===== src/rtl/iosys_pkg.sv =====
// Shared iosys link definitions: command codes, encoder state and the
// {code, data} pair payload carried through the encoder FIFO.
package iosys_pkg;

    localparam int unsigned BYTE_W = 8;

    localparam logic [BYTE_W-1:0] CMD_RESET    = 8'h01;
    localparam logic [BYTE_W-1:0] CMD_BUTTONS  = 8'h02;
    localparam logic [BYTE_W-1:0] CMD_DIPSW    = 8'h03;
    localparam logic [BYTE_W-1:0] CMD_COIN     = 8'h04;
    localparam logic [BYTE_W-1:0] CMD_SERVICE  = 8'h05;
    localparam logic [BYTE_W-1:0] CMD_ROM_ADDR = 8'h06;
    localparam logic [BYTE_W-1:0] CMD_ROM_DATA = 8'h07;
    localparam logic [BYTE_W-1:0] CMD_STATUS   = 8'h08;

    typedef enum logic [1:0] {
        ST_IDLE      = 2'd0,
        ST_SEND_CMD  = 2'd1,
        ST_SEND_DATA = 2'd2
    } enc_state_e;

    typedef struct packed {
        logic [BYTE_W-1:0] code;
        logic [BYTE_W-1:0] data;
    } cmd_pair_t;

endpackage


===== src/rtl/iosys_uart_ser.sv =====
// 8N1 byte serialiser with trailing idle-high gap. done pulses two cycles
// before the gap ends so a registered reload starts the next frame seamlessly.
module iosys_uart_ser #(
    parameter int unsigned CLKS_PER_BIT = 868,
    parameter int unsigned GAP_BITS     = 1
) (
    input  logic       clk,
    input  logic       rst_n,
    input  logic       load,
    input  logic [7:0] tx_byte,
    output logic       tx,
    output logic       done
);

    localparam int unsigned CNT_W = (CLKS_PER_BIT > 1) ? $clog2(CLKS_PER_BIT) : 1;
    localparam int unsigned GAP_W = (GAP_BITS > 1) ? $clog2(GAP_BITS) : 1;
    localparam logic [CNT_W-1:0] CNT_LAST = CNT_W'(CLKS_PER_BIT - 1);
    localparam logic [CNT_W-1:0] CNT_PRE  = CNT_W'(CLKS_PER_BIT - 2);
    localparam logic [GAP_W-1:0] GAP_LAST = GAP_W'((GAP_BITS == 0) ? 0 : GAP_BITS - 1);

    logic             active_q, active_d;
    logic             in_gap_q, in_gap_d;
    logic [CNT_W-1:0] clk_cnt_q, clk_cnt_d;
    logic [3:0]       bit_cnt_q, bit_cnt_d;
    logic [GAP_W-1:0] gap_cnt_q, gap_cnt_d;
    logic [8:0]       shift_q, shift_d;
    logic             tx_q, tx_d;
    logic             done_q, done_d;
    logic             last_d;

    always_comb begin
        active_d  = active_q;
        in_gap_d  = in_gap_q;
        clk_cnt_d = clk_cnt_q;
        bit_cnt_d = bit_cnt_q;
        gap_cnt_d = gap_cnt_q;
        shift_d   = shift_q;
        tx_d      = tx_q;

        if (load) begin
            active_d  = 1'b1;
            in_gap_d  = 1'b0;
            clk_cnt_d = '0;
            bit_cnt_d = '0;
            gap_cnt_d = '0;
            shift_d   = {1'b1, tx_byte};
            tx_d      = 1'b0;
        end else if (active_q) begin
            if (clk_cnt_q == CNT_LAST) begin
                clk_cnt_d = '0;
                if (!in_gap_q) begin
                    if (bit_cnt_q == 4'd9) begin
                        tx_d = 1'b1;
                        if (GAP_BITS == 0) active_d = 1'b0;
                        else               in_gap_d = 1'b1;
                    end else begin
                        bit_cnt_d = bit_cnt_q + 4'd1;
                        tx_d      = shift_q[0];
                        shift_d   = {1'b1, shift_q[8:1]};
                    end
                end else if (gap_cnt_q == GAP_LAST) begin
                    active_d = 1'b0;
                    in_gap_d = 1'b0;
                end else begin
                    gap_cnt_d = gap_cnt_q + 1'b1;
                end
            end else begin
                clk_cnt_d = clk_cnt_q + 1'b1;
            end
        end

        // Flag the second-to-last cycle of the last bit-time of the frame+gap.
        last_d = (GAP_BITS == 0) ? (!in_gap_d && bit_cnt_d == 4'd9)
                                 : (in_gap_d && gap_cnt_d == GAP_LAST);
        done_d = active_d && last_d && (clk_cnt_d == CNT_PRE);
    end

    always_ff @(posedge clk or negedge rst_n) begin
        if (!rst_n) begin
            active_q  <= 1'b0;
            in_gap_q  <= 1'b0;
            clk_cnt_q <= '0;
            bit_cnt_q <= '0;
            gap_cnt_q <= '0;
            shift_q   <= '1;
            tx_q      <= 1'b1;
            done_q    <= 1'b0;
        end else begin
            active_q  <= active_d;
            in_gap_q  <= in_gap_d;
            clk_cnt_q <= clk_cnt_d;
            bit_cnt_q <= bit_cnt_d;
            gap_cnt_q <= gap_cnt_d;
            shift_q   <= shift_d;
            tx_q      <= tx_d;
            done_q    <= done_d;
        end
    end

    assign tx   = tx_q;
    assign done = done_q;

endmodule


===== src/rtl/iosys_cmd_encoder.sv =====
// Host-side iosys command link initiator: queues {cmd, data} pairs and sends
// each as two back-to-back 8N1 bytes, command first.
module iosys_cmd_encoder
    import iosys_pkg::*;
#(
    parameter int unsigned CLKS_PER_BIT = 868,
    parameter int unsigned FIFO_DEPTH   = 4,
    parameter int unsigned GAP_BITS     = 1
) (
    input  logic        clk,
    input  logic        rst_n,
    input  logic        cmd_valid,
    output logic        cmd_ready,
    input  logic [7:0]  cmd_code,
    input  logic [7:0]  cmd_data,
    input  logic        flush,
    output logic        uart_tx,
    output logic        busy,
    output logic [15:0] pairs_sent
);

    localparam int unsigned AW    = $clog2(FIFO_DEPTH);
    localparam int unsigned CNT_W = AW + 1;

    cmd_pair_t           mem_q [FIFO_DEPTH];
    logic [AW-1:0]       wr_ptr_q, wr_ptr_d;
    logic [AW-1:0]       rd_ptr_q, rd_ptr_d;
    logic [CNT_W-1:0]    count_q, count_d;
    enc_state_e          state_q, state_d;
    logic                ser_load_q, ser_load_d;
    logic [BYTE_W-1:0]   ser_byte_q, ser_byte_d;
    logic [BYTE_W-1:0]   data_hold_q, data_hold_d;
    logic [15:0]         pairs_sent_q, pairs_sent_d;
    logic                busy_q, busy_d;
    logic                full_c, empty_c, push_c, pop_c, ser_done;

    assign full_c    = (count_q == CNT_W'(FIFO_DEPTH));
    assign empty_c   = (count_q == '0);
    assign cmd_ready = !full_c && !flush;
    assign push_c    = cmd_valid && cmd_ready;
    assign pop_c     = (state_q == ST_IDLE) && !empty_c && !flush;

    always_comb begin
        wr_ptr_d     = wr_ptr_q;
        rd_ptr_d     = rd_ptr_q;
        count_d      = count_q;
        state_d      = state_q;
        ser_load_d   = 1'b0;
        ser_byte_d   = ser_byte_q;
        data_hold_d  = data_hold_q;
        pairs_sent_d = pairs_sent_q;

        if (flush) begin
            wr_ptr_d = '0;
            rd_ptr_d = '0;
            count_d  = '0;
        end else begin
            if (push_c) wr_ptr_d = wr_ptr_q + 1'b1;
            if (pop_c)  rd_ptr_d = rd_ptr_q + 1'b1;
            count_d = count_q + CNT_W'(push_c) - CNT_W'(pop_c);
        end

        // flush only touches the queue; an in-flight pair always completes.
        case (state_q)
            ST_IDLE: begin
                if (pop_c) begin
                    state_d     = ST_SEND_CMD;
                    ser_load_d  = 1'b1;
                    ser_byte_d  = mem_q[rd_ptr_q].code;
                    data_hold_d = mem_q[rd_ptr_q].data;
                end
            end
            ST_SEND_CMD: begin
                if (ser_done) begin
                    state_d    = ST_SEND_DATA;
                    ser_load_d = 1'b1;
                    ser_byte_d = data_hold_q;
                end
            end
            ST_SEND_DATA: begin
                if (ser_done) begin
                    state_d      = ST_IDLE;
                    pairs_sent_d = pairs_sent_q + 16'd1;
                end
            end
            default: state_d = ST_IDLE;
        endcase

        busy_d = (count_d != '0) || (state_d != ST_IDLE);
    end

    always_ff @(posedge clk or negedge rst_n) begin
        if (!rst_n) begin
            wr_ptr_q     <= '0;
            rd_ptr_q     <= '0;
            count_q      <= '0;
            state_q      <= ST_IDLE;
            ser_load_q   <= 1'b0;
            ser_byte_q   <= '0;
            data_hold_q  <= '0;
            pairs_sent_q <= '0;
            busy_q       <= 1'b0;
        end else begin
            wr_ptr_q     <= wr_ptr_d;
            rd_ptr_q     <= rd_ptr_d;
            count_q      <= count_d;
            state_q      <= state_d;
            ser_load_q   <= ser_load_d;
            ser_byte_q   <= ser_byte_d;
            data_hold_q  <= data_hold_d;
            pairs_sent_q <= pairs_sent_d;
            busy_q       <= busy_d;
        end
    end

    // Pair storage needs no reset; count_q qualifies every read.
    always_ff @(posedge clk) begin
        if (push_c) mem_q[wr_ptr_q] <= '{code: cmd_code, data: cmd_data};
    end

    iosys_uart_ser #(
        .CLKS_PER_BIT (CLKS_PER_BIT),
        .GAP_BITS     (GAP_BITS)
    ) u_ser (
        .clk     (clk),
        .rst_n   (rst_n),
        .load    (ser_load_q),
        .tx_byte (ser_byte_q),
        .tx      (uart_tx),
        .done    (ser_done)
    );

    assign busy       = busy_q;
    assign pairs_sent = pairs_sent_q;

endmodule

===== config.mk =====
export PLATFORM = sky130hd
export DESIGN_NAME = iosys_cmd_encoder
export DESIGN_NICKNAME = d
export VERILOG_FILES = /design/src/rtl/iosys_pkg.sv /design/src/rtl/iosys_uart_ser.sv /design/src/rtl/iosys_cmd_encoder.sv
export SDC_FILE = /design/constraint.sdc
export NUM_CORES = 1
export LEC_CHECK = 0
export CAP_MARGIN = 20
export CORE_UTILIZATION = 38
export CTS_BUF_LIST = sky130_fd_sc_hd__clkbuf_2 sky130_fd_sc_hd__clkbuf_4 sky130_fd_sc_hd__clkbuf_8
export CTS_CLUSTER_DIAMETER = 100
export DETAILED_ROUTE_END_ITERATION = 10
export PLACE_DENSITY = 0.62
export SLEW_MARGIN = 20
export SYNTH_ARGS = -nofsm -noshare
export SYNTH_HDL_FRONTEND = slang
export SYNTH_SLANG_ARGS = --single-unit

===== constraint.sdc =====
create_clock -name clk -period 3.9 [get_ports clk]
set_input_delay 0.975 -clock clk [delete_from_list [all_inputs] [get_ports clk]]
set_output_delay 0.975 -clock clk [all_outputs]
set_load 0.005 [all_outputs]

==> reports/summary.txt <==
=====================================================================================
Run status                                                               finished clean
Switching share of power                                                        29.5%
Unrepaired setup endpoints after global routing                                 false
Synthesis-to-layout area growth                                                 17.0%
Number of H-tree levels                                                             4
Die Outline Area                                                          15400 sq um
Starting density of the core                                                    39.1%
Number of flops mapped to enable cells by yosys                                    64
Detail Route Antenna Nets                                                           0
Worst supply voltage drop on vdd                                             0.313 mV
Maximum buffer depth of the clock tree                                              2
Endpoint of the worst register-to-register path                          busy$_DFF_PN0_
Hold Path End                                                            pairs_sent[15]$_DFFE_PN0P_
Number of nets at the end of the flow                                             484
Post-DP HPWL                                                                  6370 um
Average wire per cell in the routed design                                    14.9 um
Async S/R FF share, synth                                                       52.2%
Total cell area at the placement stage                                     6280 sq um
Worst-path fanout max                                                               5
Number of gates resized after CTS                                                   0
Final weighted congestion of routability-driven global placement                0.752
Pre-Repair DR Iteration Count                                                       4
Standard cell core area                                                   14500 sq um
Wire length of the first global-routing pass                                 16500 um
Standard-cell rows                                                                 44
Count of input and output buffers                                                  38
Maximum number of pins on one net before global-route repair                       50
Post-CTS Setup Repair Bufs                                                          0
DRC viols                                                                           0
Diode insertion count for antenna repair                                            0
Wirelength, routed                                                            9670 um
Total nets after synthesis                                                        436
Ratio of cells with drive above 1 in the final layout                           17.6%
Number of vias in the routed layout                                              3215
Commonest non-fill, non-tap cells in the layout                          sky130_fd_sc_hd__edfxtp_1 (64), sky130_fd_sc_hd__dfrtp_1 (60), sky130_fd_sc_hd__nand2_1 (40)
Post-synthesis share of cell area spent on and, or, nand and nor gates          12.1%
Vias in the first global route                                                   3290
Req. time, crit path                                                          2.92 ns
Setup ws final                                                               0.727 ns
Nature of the critical path endpoint                                      output port
Worst flop-to-flop path startpoint                                       count_q[1]$_DFF_PN0_
Power per unit of standard cell area                                      555 nW/um^2
Worst reg2reg path depth                                                           13
Startpoint type of the worst setup path                                    input port
Final Util                                                                      45.7%
Clock latency on the worst-skew pair                                          0.45 ns
Share of synthesized area spent on multiplexers                                 10.1%
Mean cell area of the mapped netlist                                       14.0 sq um
XOR/XNOR Fraction of Synth Area                                                 4.63%
Register-to-Register Setup Slack                                              1.18 ns
Leak pwr                                                                      2.53 nW
Compound-gate portion of the synthesized area                                   3.52%
Highest clock rate                                                            315 MHz
Final setup viols                                                                   0
Cell count after synthesis                                                        405
DIE HEIGHT                                                                     124 um
Post-synthesis register bit count                                                 134
Cell internal power dissipation                                             0.00260 W
Fraction of the yosys area taken by sequential cells                            64.9%
Final Power                                                                 0.00369 W
Clock Pin Slew Worst Setup and Hold Paths                                     0.08 ns
Cell depth of the worst hold path                                                   1
Clock sinks                                                                       134
Synthesized cell area                                                      5680 sq um
Most common cell after layout, fill and taps aside                       sky130_fd_sc_hd__edfxtp_1
Root Driver                                                              sky130_fd_sc_hd__clkbuf_8
Crit Path Category                                                       input port to output port
Sum of negative setup slack                                                      0 ns
Arrival time of data at the critical path endpoint                            2.20 ns
Transition time at the pin with the least slew margin                        0.804 ns
Clock Skews                                                                0.00901 ns
Tcrit/Tclk final                                                                81.4%
Number of antenna violations at the first check in global routing                   0
Portion of total power attributed to combinational logic                        18.0%
Count of unique library cells instantiated by Yosys                                49
Path category of the worst min-delay check                               flop to flop
Warning count from the yosys run                                                    0
Clock period minus final worst setup slack                                    3.17 ns
Clock network fraction of total power                                           28.9%
Number of buffers created by CTS                                                   17
CTS tree                                                                          yes
Global-route congestion overflow total                                              0
Max-slew violation count                                                            0
Worst max-slew margin expressed relative to the limit                           46.4%
Starting DRC count in detailed routing                                            191
Dominant synthesized flop cell                                           sky130_fd_sc_hd__edfxtp_1
Post-route cell area                                                       6650 sq um
Post-detailed-route via-to-cell ratio                                            4.95
Power spent charging and discharging nets                                   0.00109 W
Main combinational cell family by area after synthesis                   simple AND/OR/NAND/NOR gates
Final Hold Vio Count                                                                0
Post-Synth Adder-Cell Area                                                      2.56%
Share of power burned in registers                                              53.1%
Post-Place Setup Slack                                                       0.267 ns
I/O pin count                                                                      39
Maximum Capacitance Violations                                                      0
CTS Hold Buffers Added                                                              0
Hold Crit Start                                                          pairs_sent[15]$_DFFE_PN0P_
Overall routing resource usage                                                  13.8%
Die boundary width                                                             124 um
=====================================================================================
[worst max-delay path by stage]
stage	depth (start not counted)	slack, ns	to	from
6_report	4	0.73	cmd_ready	flush
3_3_place_gp	12	0.35	busy$_DFF_PN0_	flush
4_1_cts	4	0.73	cmd_ready	flush
3_5_place_dp	13	0.27	busy$_DFF_PN0_	flush
2_1_floorplan	12	0.41	busy$_DFF_PN0_	flush
5_1_grt	13	0.49	busy$_DFF_PN0_	flush
[through the flow]
stage | instances | hold slack [ns]
2_1_floorplan | 405 | 0.462
3_3_place_gp | 618 | 0.462
3_5_place_dp | 618 | 0.476
4_1_cts | 650 | 0.487
5_1_grt | 650 | 0.511
6_report | 650 | 0.481
[cell type report]
class | instances | area [sq um]
flip-flops and latches | 134 | 3690
well taps | 184 | 230
repair buffers | 48 | 453
multi-input cells | 242 | 1870
fillers | 1324 | 7890
clock buffers | 18 | 241
inverters | 10 | 37.5
clock inverters | 14 | 126
[per-layer routing]
| layer | vias up | GRT usage [%] | routed length, um |
|---|---|---|---|
| met4 | 0 | 5.60 | 148 |
| met1 | 1594 | 17.6 | 4490 |
| met5 | - | 0 | 0 |
| li1 | 1567 | - | - |
| met3 | 15 | 4.81 | 351 |
| met2 | 39 | 21.5 | 4690 |
[critical path, cell delays in order]
cell and delay, ns:
sky130_fd_sc_hd__clkdlybuf4s50_1 0.43, sky130_fd_sc_hd__a21oi_1 0.16, sky130_fd_sc_hd__buf_4 0.15, sky130_fd_sc_hd__clkdlybuf4s50_1 0.49
[flip-flops by register name (all words and copies together), names as in the netlist, 2 cells and up]
| register | count |
|---|---|
| data_hold_q | 8 |
| wr_ptr_q | 2 |
| mem_q | 64 |
| u_ser.clk_cnt_q | 10 |
| pairs_sent | 16 |
| state_q | 2 |
| ser_byte_q | 8 |
| count_q | 3 |
| rd_ptr_q | 2 |
| u_ser.bit_cnt_q | 4 |
| u_ser.shift_q | 8 |
[kinds of logic (layout without fill, tap and decap cells)]
group | after synthesis | in the layout
AO/OA/AOI/OAI | 33 | 33
multiplexers | 36 | 36
flip-flops | 134 | 134
AND/OR/NAND/NOR | 132 | 132
XOR/XNOR | 30 | 30
buffers and inverters | 29 | 90
adder cells (fa/ha/maj) | 11 | 11
[cell usage after synthesis, types with 4 or more instances]
| cell type | count | area [sq um] |
|---|---|---|
| sky130_fd_sc_hd__dfrtp_1 | 61 | 1530 |
| sky130_fd_sc_hd__ha_1 | 10 | 125 |
| sky130_fd_sc_hd__buf_2 | 4 | 20.0 |
| sky130_fd_sc_hd__a31oi_1 | 9 | 56.3 |
| sky130_fd_sc_hd__and3_1 | 6 | 37.5 |
| sky130_fd_sc_hd__xor2_1 | 11 | 96.3 |
| sky130_fd_sc_hd__dfstp_2 | 9 | 236 |
| sky130_fd_sc_hd__nand2_1 | 40 | 150 |
| sky130_fd_sc_hd__a21oi_1 | 6 | 30.0 |
| sky130_fd_sc_hd__o21ai_1 | 8 | 40.0 |
| sky130_fd_sc_hd__clkbuf_1 | 11 | 41.3 |
| sky130_fd_sc_hd__nor2_1 | 39 | 146 |
| sky130_fd_sc_hd__nor3_1 | 8 | 40.0 |
| sky130_fd_sc_hd__nand3_1 | 6 | 30.0 |
| sky130_fd_sc_hd__mux4_2 | 16 | 360 |
| sky130_fd_sc_hd__nand2b_1 | 4 | 25.0 |
| sky130_fd_sc_hd__mux2_2 | 9 | 101 |
| sky130_fd_sc_hd__inv_1 | 10 | 37.5 |
| sky130_fd_sc_hd__nor2b_1 | 4 | 25.0 |
| sky130_fd_sc_hd__xnor2_1 | 19 | 166 |
| sky130_fd_sc_hd__mux2i_1 | 11 | 110 |
| sky130_fd_sc_hd__nand4_1 | 4 | 25.0 |
| sky130_fd_sc_hd__edfxtp_1 | 64 | 1920 |
[power by group through the flow]
stage                     logic [W]  clock network (W)  registers, W
after floorplan            0.000584                  0       0.00188
after global placement     0.000653                  0       0.00198
after detailed placement   0.000679                  0       0.00199
after CTS                  0.000679            0.00109       0.00197
after global routing       0.000754            0.00115       0.00200
final                      0.000664            0.00106       0.00196
Note: power is estimated with default switching activity, not from simulation.
